## src/rtl/idu_is_pipe0_iq.sv

```systemverilog
// Pipe0 ALU issue queue: holds dispatched instructions, wakes their sources from CDB/RF forward, issues one ready entry per cycle.
// Optional macro IDU_IS_PIPE0_AGE_SELECT_EN: defined -> oldest ready entry issues (age matrix); undefined -> lowest-index ready entry issues.
module idu_is_pipe0_iq #(
    parameter int IQ_DEPTH = 4
) (
    input  logic        clk,
    input  logic        rst_clk,
    input  logic        rtu_global_flush,
    input  logic        idu_is_dp_vld,
    input  logic [3:0]  idu_is_dp_iid,
    input  logic [6:0]  idu_is_dp_opcode,
    input  logic [6:0]  idu_is_dp_funct7,
    input  logic [2:0]  idu_is_dp_funct3,
    input  logic [63:0] idu_is_dp_pc,
    input  logic        idu_is_dp_psrc1_vld,
    input  logic [5:0]  idu_is_dp_psrc1,
    input  logic        idu_is_dp_psrc1_rdy,
    input  logic        idu_is_dp_psrc2_vld,
    input  logic [5:0]  idu_is_dp_psrc2,
    input  logic        idu_is_dp_psrc2_rdy,
    input  logic        idu_is_dp_pdst_vld,
    input  logic [5:0]  idu_is_dp_pdst,
    input  logic        idu_is_dp_imm_vld,
    input  logic [63:0] idu_is_dp_imm,
    output logic        idu_is_dp_ready,
    input  logic        exu_idu_is_alu_cdb_vld,
    input  logic [5:0]  exu_idu_is_alu_cdb_preg,
    input  logic        exu_idu_is_mxu_cdb_vld,
    input  logic [5:0]  exu_idu_is_mxu_cdb_preg,
    input  logic        exu_idu_is_div_cdb_vld,
    input  logic [5:0]  exu_idu_is_div_cdb_preg,
    input  logic        exu_idu_is_lsu_cdb_vld,
    input  logic [5:0]  exu_idu_is_lsu_cdb_preg,
    input  logic        idu_idu_is_alu_rf_forward_vld,
    input  logic [5:0]  idu_idu_is_alu_rf_forward_preg,
    output logic        idu_idu_rf_pipe0_vld,
    output logic [3:0]  idu_idu_rf_pipe0_iid,
    output logic [6:0]  idu_idu_rf_pipe0_opcode,
    output logic [6:0]  idu_idu_rf_pipe0_funct7,
    output logic [2:0]  idu_idu_rf_pipe0_funct3,
    output logic [63:0] idu_idu_rf_pipe0_pc,
    output logic        idu_idu_rf_pipe0_psrc1_vld,
    output logic [5:0]  idu_idu_rf_pipe0_psrc1,
    output logic        idu_idu_rf_pipe0_psrc2_vld,
    output logic [5:0]  idu_idu_rf_pipe0_psrc2,
    output logic        idu_idu_rf_pipe0_pdst_vld,
    output logic [5:0]  idu_idu_rf_pipe0_pdst,
    output logic        idu_idu_rf_pipe0_imm_vld,
    output logic [63:0] idu_idu_rf_pipe0_imm
);

    localparam int IDX_W = (IQ_DEPTH > 1) ? $clog2(IQ_DEPTH) : 1;
    localparam int CNT_W = $clog2(IQ_DEPTH + 1);
    localparam logic [CNT_W-1:0] FULL = CNT_W'(IQ_DEPTH);

    // Dispatch handshake: an instruction transfers on a rising edge where idu_is_dp_vld
    // and idu_is_dp_ready are both high and no flush is asserted; ready never looks at vld.
    // The issue bus has no back-pressure: the RF stage takes every cycle where vld=1.

    logic [IQ_DEPTH-1:0] r_vld;
    logic [IQ_DEPTH-1:0] r_rdy1;
    logic [IQ_DEPTH-1:0] r_rdy2;
    logic [IQ_DEPTH-1:0] r_psrc1_vld;
    logic [IQ_DEPTH-1:0] r_psrc2_vld;
    logic [IQ_DEPTH-1:0] r_pdst_vld;
    logic [IQ_DEPTH-1:0] r_imm_vld;
    logic [3:0]          r_iid    [IQ_DEPTH];
    logic [6:0]          r_opcode [IQ_DEPTH];
    logic [6:0]          r_funct7 [IQ_DEPTH];
    logic [2:0]          r_funct3 [IQ_DEPTH];
    logic [63:0]         r_pc     [IQ_DEPTH];
    logic [5:0]          r_psrc1  [IQ_DEPTH];
    logic [5:0]          r_psrc2  [IQ_DEPTH];
    logic [5:0]          r_pdst   [IQ_DEPTH];
    logic [63:0]         r_imm    [IQ_DEPTH];
    logic [CNT_W-1:0]    r_cnt;

    logic [63:0]         w_wake_vec;
    logic [IQ_DEPTH-1:0] w_cand;
    logic [IDX_W-1:0]    w_sel_idx;
    logic [IDX_W-1:0]    w_free_idx;
    logic                w_issue;
    logic                w_accept;
    logic [CNT_W-1:0]    w_cnt_nxt;

    // One bit per physical register woken this cycle, from any CDB or the RF forward.
    always_comb begin
        w_wake_vec = '0;
        if (exu_idu_is_alu_cdb_vld)        w_wake_vec[exu_idu_is_alu_cdb_preg]        = 1'b1;
        if (exu_idu_is_mxu_cdb_vld)        w_wake_vec[exu_idu_is_mxu_cdb_preg]        = 1'b1;
        if (exu_idu_is_div_cdb_vld)        w_wake_vec[exu_idu_is_div_cdb_preg]        = 1'b1;
        if (exu_idu_is_lsu_cdb_vld)        w_wake_vec[exu_idu_is_lsu_cdb_preg]        = 1'b1;
        if (idu_idu_is_alu_rf_forward_vld) w_wake_vec[idu_idu_is_alu_rf_forward_preg] = 1'b1;
    end

    always_comb begin
        for (int i = 0; i < IQ_DEPTH; i++) begin
            w_cand[i] = r_vld[i] & (~r_psrc1_vld[i] | r_rdy1[i]) & (~r_psrc2_vld[i] | r_rdy2[i]);
        end
    end

`ifdef IDU_IS_PIPE0_AGE_SELECT_EN
    // r_age[i][j] = entry i is older than entry j; only meaningful when both are valid.
    logic [IQ_DEPTH-1:0][IQ_DEPTH-1:0] r_age;
    logic [IQ_DEPTH-1:0]               w_blocked;

    always_comb begin
        w_sel_idx = '0;
        w_blocked = '0;
        for (int i = 0; i < IQ_DEPTH; i++) begin
            for (int j = 0; j < IQ_DEPTH; j++) begin
                if (j != i && w_cand[j] && r_age[j][i]) w_blocked[i] = 1'b1;
            end
            if (w_cand[i] && !w_blocked[i]) w_sel_idx = IDX_W'(i);
        end
    end
`else
    always_comb begin
        w_sel_idx = '0;
        for (int i = IQ_DEPTH - 1; i >= 0; i--) begin
            if (w_cand[i]) w_sel_idx = IDX_W'(i);
        end
    end
`endif

    // Free-slot search sees registered valid bits only, so a slot freed by this cycle's issue is not reused.
    always_comb begin
        w_free_idx = '0;
        for (int i = IQ_DEPTH - 1; i >= 0; i--) begin
            if (!r_vld[i]) w_free_idx = IDX_W'(i);
        end
    end

    assign idu_is_dp_ready = (r_cnt != FULL);
    assign w_issue         = (|w_cand) & ~rtu_global_flush;
    assign w_accept        = idu_is_dp_vld & idu_is_dp_ready & ~rtu_global_flush;

    always_comb begin
        w_cnt_nxt = r_cnt;
        if (w_accept && !w_issue && r_cnt != FULL) begin
            w_cnt_nxt = r_cnt + CNT_W'(1);
        end else if (w_issue && !w_accept && r_cnt != '0) begin
            w_cnt_nxt = r_cnt - CNT_W'(1);
        end
    end

    always_comb begin
        idu_idu_rf_pipe0_vld       = w_issue;
        idu_idu_rf_pipe0_iid       = '0;
        idu_idu_rf_pipe0_opcode    = '0;
        idu_idu_rf_pipe0_funct7    = '0;
        idu_idu_rf_pipe0_funct3    = '0;
        idu_idu_rf_pipe0_pc        = '0;
        idu_idu_rf_pipe0_psrc1_vld = 1'b0;
        idu_idu_rf_pipe0_psrc1     = '0;
        idu_idu_rf_pipe0_psrc2_vld = 1'b0;
        idu_idu_rf_pipe0_psrc2     = '0;
        idu_idu_rf_pipe0_pdst_vld  = 1'b0;
        idu_idu_rf_pipe0_pdst      = '0;
        idu_idu_rf_pipe0_imm_vld   = 1'b0;
        idu_idu_rf_pipe0_imm       = '0;
        if (w_issue) begin
            idu_idu_rf_pipe0_iid       = r_iid[w_sel_idx];
            idu_idu_rf_pipe0_opcode    = r_opcode[w_sel_idx];
            idu_idu_rf_pipe0_funct7    = r_funct7[w_sel_idx];
            idu_idu_rf_pipe0_funct3    = r_funct3[w_sel_idx];
            idu_idu_rf_pipe0_pc        = r_pc[w_sel_idx];
            idu_idu_rf_pipe0_psrc1_vld = r_psrc1_vld[w_sel_idx];
            idu_idu_rf_pipe0_psrc1     = r_psrc1[w_sel_idx];
            idu_idu_rf_pipe0_psrc2_vld = r_psrc2_vld[w_sel_idx];
            idu_idu_rf_pipe0_psrc2     = r_psrc2[w_sel_idx];
            idu_idu_rf_pipe0_pdst_vld  = r_pdst_vld[w_sel_idx];
            idu_idu_rf_pipe0_pdst      = r_pdst[w_sel_idx];
            idu_idu_rf_pipe0_imm_vld   = r_imm_vld[w_sel_idx];
            idu_idu_rf_pipe0_imm       = r_imm[w_sel_idx];
        end
    end

    always_ff @(posedge clk) begin
        if (rst_clk) begin
            r_vld  <= '0;
            r_cnt  <= '0;
            r_rdy1 <= '0;
            r_rdy2 <= '0;
`ifdef IDU_IS_PIPE0_AGE_SELECT_EN
            r_age  <= '0;
`endif
        end else if (rtu_global_flush) begin
            r_vld <= '0;
            r_cnt <= '0;
        end else begin
            for (int i = 0; i < IQ_DEPTH; i++) begin
                if (r_vld[i] && w_wake_vec[r_psrc1[i]]) r_rdy1[i] <= 1'b1;
                if (r_vld[i] && w_wake_vec[r_psrc2[i]]) r_rdy2[i] <= 1'b1;
            end
            if (w_issue) r_vld[w_sel_idx] <= 1'b0;
            if (w_accept) begin
                r_vld[w_free_idx]       <= 1'b1;
                r_iid[w_free_idx]       <= idu_is_dp_iid;
                r_opcode[w_free_idx]    <= idu_is_dp_opcode;
                r_funct7[w_free_idx]    <= idu_is_dp_funct7;
                r_funct3[w_free_idx]    <= idu_is_dp_funct3;
                r_pc[w_free_idx]        <= idu_is_dp_pc;
                r_psrc1_vld[w_free_idx] <= idu_is_dp_psrc1_vld;
                r_psrc1[w_free_idx]     <= idu_is_dp_psrc1;
                r_psrc2_vld[w_free_idx] <= idu_is_dp_psrc2_vld;
                r_psrc2[w_free_idx]     <= idu_is_dp_psrc2;
                r_pdst_vld[w_free_idx]  <= idu_is_dp_pdst_vld;
                r_pdst[w_free_idx]      <= idu_is_dp_pdst;
                r_imm_vld[w_free_idx]   <= idu_is_dp_imm_vld;
                r_imm[w_free_idx]       <= idu_is_dp_imm;
                r_rdy1[w_free_idx]      <= idu_is_dp_psrc1_rdy | w_wake_vec[idu_is_dp_psrc1];
                r_rdy2[w_free_idx]      <= idu_is_dp_psrc2_rdy | w_wake_vec[idu_is_dp_psrc2];
`ifdef IDU_IS_PIPE0_AGE_SELECT_EN
                // Newcomer is younger than every resident entry.
                for (int j = 0; j < IQ_DEPTH; j++) begin
                    r_age[w_free_idx][j] <= 1'b0;
                    if (IDX_W'(j) != w_free_idx) r_age[j][w_free_idx] <= 1'b1;
                end
`endif
            end
            r_cnt <= w_cnt_nxt;
        end
    end

endmodule
```

## config.mk

```make
export PLATFORM = sky130hd
export DESIGN_NAME = idu_is_pipe0_iq
export DESIGN_NICKNAME = d
export VERILOG_FILES = /design/src/rtl/idu_is_pipe0_iq.sv
export SDC_FILE = /design/constraint.sdc
export NUM_CORES = 1
export LEC_CHECK = 0
export ABC_AREA = 1
export CELL_PAD_IN_SITES_DETAIL_PLACEMENT = 1
export CELL_PAD_IN_SITES_GLOBAL_PLACEMENT = 2
export CORE_ASPECT_RATIO = 1.5
export CORE_UTILIZATION = 37
export CTS_BUF_LIST = sky130_fd_sc_hd__clkbuf_4 sky130_fd_sc_hd__clkbuf_8
export DETAILED_ROUTE_END_ITERATION = 8
export PLACE_DENSITY = 0.82
export SETUP_SLACK_MARGIN = 0.02
export SYNTH_ARGS = -nofsm -noshare
export SYNTH_HDL_FRONTEND = slang
export SYNTH_SLANG_ARGS = --single-unit
```

## constraint.sdc

```tcl
create_clock -name clk -period 11.07 [get_ports clk]
set_input_delay 1.107 -clock clk [delete_from_list [all_inputs] [get_ports clk]]
set_output_delay 1.107 -clock clk [all_outputs]
set_load 0.03 [all_outputs]
```

==> impl_metrics.ini <==
[floorplan]
initial_core_util_pct = 37.50
die_w_um = 260.4
core-area_um2 = 98790
rows = 141
chipHeight_um = 389.6
io_pins = 385
die_area_um2 = 101400

[drt]
drcViolationCount = 0
wl_met1_um = 59440
drt_wl_total_um = 167500
dr.pass1.iters = 5
antenna_violating_nets_post_route = 0
vias = 34480
routedWlPerCell_um = 29.02
maxUsedRoutingLayer = met5
met2_length_um = 82600
viasPerCell = 5.972
wl_met3_um = 12640
first_iter_violations = 2371

[clock_network]
clkTransAtPathRegs_ps = 60
tritoncts = done
insertion_delay_ps = 770
h-tree-depth = 3
postCtsSetupBuffers = 0
post_cts_resized = 0
clock_sinks = 699
ctsHoldBuffers = 0
root_buffer = clkbuf_8
cts.path.max_buffers = 3
numCtsBuffers = 101

[logic_synthesis]
seq_area_frac_synth_pct = 56.25
ys_warn_count = 0
avgSynthCellArea_um2 = 8.979
synth_top_area_share_pct = 55.44
async_reset_ff_share_pct = 0
yosysTopAreaCell = edfxtp_1
synthesis.area_um2 = 37050
ys_top_cells_by_area = edfxtp_1, nand3_1, nand2_1, nor2_1, o311ai_0
synth_edf_count = 684
synth-seq-cells = 699
syn_nets = 4339
ys.flop_type = edfxtp_1
synthCells = 4126
yosysUniqueCellTypes = 37

[timing]
worst_slack_ps = 4024
fin_crit_sh_pct = 63.65
setup_tns_ps = 0
fin_skew_ps = 44.63
finalSetupViolCount = 0
drv_slew = 0
period_needed_ps = 7046
rsz0062_at_grt = no
worstMarginPinSlew_ps = 1235
finalHoldViolations = 0
fmax_mhz = 141.9
slew_headroom_pct = 17.10

[grt]
grt_overflow = 0
antenna_found_initial = 34
grt_max_degree = 205
grt_pass1_vias = 35940
grt_pass1_wl_um = 241100
track_usage_pct = 32.45

[worst_setup_path]
crit_required_ps = 9960
end_kind = output port
worstSetupPathType = reg -> out
critPathMaxFanout = 96
start_kind = register
crit_arrival_ps = 5940

[finish]
layout_common_cells = nand3_1, nand2_1, edfxtp_1
drive_gt1_share_pct = 6.418
layout_commonest_cell = nand3_1
syn_to_final_growth_pct = 18.61
final.fill_count = 11390
fin_nets = 4606

[placed_design]
place_ws_ps = 4804
io_buffers = 384
gp_congestion = 0.9961
dp_hpwl_um = 113600

[status]
status = completed

[power_and_ir_drop]
max-vdd-ir-drop_mv = 0.1403
p_leak_nw = 15.45
fin_total_pwr_mw = 5.442
power_density_nw_per_um2 = 123.8

[flow_run]
maxCapViolations = 0

[min_path]
worstHoldPathType = reg -> reg
==> per-layer routing <==
layer | up-vias | track usage (%)
met4 | 40 | 22.07
li1 | 15400 | -
met2 | 1350 | 55.58
met5 | - | 0
met3 | 519 | 8.963
met1 | 17170 | 34.46
==> area by class of cell <==
| class | count | area [um2] | area share [%] |
|---|---|---|---|
| flip-flops and latches | 699 | 20840 | 47.42 |
| multi-input cells | 2951 | 14350 | 32.66 |
| repair buffers | 435 | 4302 | 9.788 |
| clock buffers | 138 | 1674 | 3.809 |
| well taps | 1287 | 1610 | 3.664 |
| inverters | 205 | 784.5 | 1.785 |
| clock inverters | 44 | 346.6 | 0.7887 |
| diodes | 14 | 35.03 | 0.07972 |
==> synthesized netlist by cell type, types with 12 or more instances <==
master / number
o311ai_1: 15
o21bai_1: 40
o311ai_0: 143
edfxtp_1: 684
dfxtp_1: 15
a21oi_1: 40
buf_2: 63
o21ai_1: 18
nand2_1: 707
nor2_1: 629
o21ai_0: 127
clkbuf_1: 180
o2111ai_1: 12
nand4_1: 183
nand3_2: 19
nor2_2: 12
nand3_1: 971
buf_1: 19
inv_2: 14
inv_1: 182
==> critical path, cell delays in order (launching register included) <==
cell	delay, ps
edfxtp_1	320
inv_1	60
o221ai_1	380
inv_6	390
nor2_1	300
o21ai_4	250
inv_6	610
buf_4	530
buf_4	680
nor2_1	100
o311ai_0	360
clkdlybuf4s50_1	910
==> state kept, by name, indices dropped and copies added, names as in the netlist <==
signal	cells
r_pdst	24
r_psrc1_vld	4
r_rdy1	4
r_funct3	12
r_funct7	28
r_imm_vld	4
r_rdy2	4
r_vld	4
r_iid	16
r_psrc1	24
r_psrc2_vld	4
r_opcode	28
r_psrc2	24
r_cnt	3
r_pdst_vld	4
r_imm	256
r_pc	256
==> through the flow <==
step	util, %	area [um2]	hold WS (ps)	cells
floorplan	-	37050	426.1	4126
global placement	42.40	41890	441.6	5577
detailed placement	42.40	41890	444.6	5577
CTS	44.45	43910	462.6	5759
global route	44.48	43940	481.1	5771
finish	44.48	43950	459.6	5773
==> kinds of logic after synthesis <==
group	Yosys count	share of synthesized area, %
buffers and inverters	476	5.153
DFF	699	56.25
AOI/OAI and AO/OA	412	7.747
and+or+nand+nor	2538	30.80
adders and majority gates	1	0.05404
==> power by group <==
group	total, mW	internal, mW	switching (mW)	leakage [nW]
Combinational	0.404	0.129	0.274	8.08
Clock	2.10	1.06	1.03	1.07
Sequential	2.94	2.93	0.00978	6.30
==> worst paths after layout <==
kind | from | endpoint | slack (ps) | depth (start not counted)
setup / recovery | r_psrc2_vld[2] | idu_idu_rf_pipe0_imm[25] | 4020 | 11
hold / removal | r_rdy1[1] | r_rdy1[1] | 460 | 2
setup reg to reg | r_vld[2] | r_vld[3] | 7020 | 10
hold reg to reg | r_rdy1[1] | r_rdy1[1] | 460 | 2
Note: power is estimated with default switching activity, not from simulation.
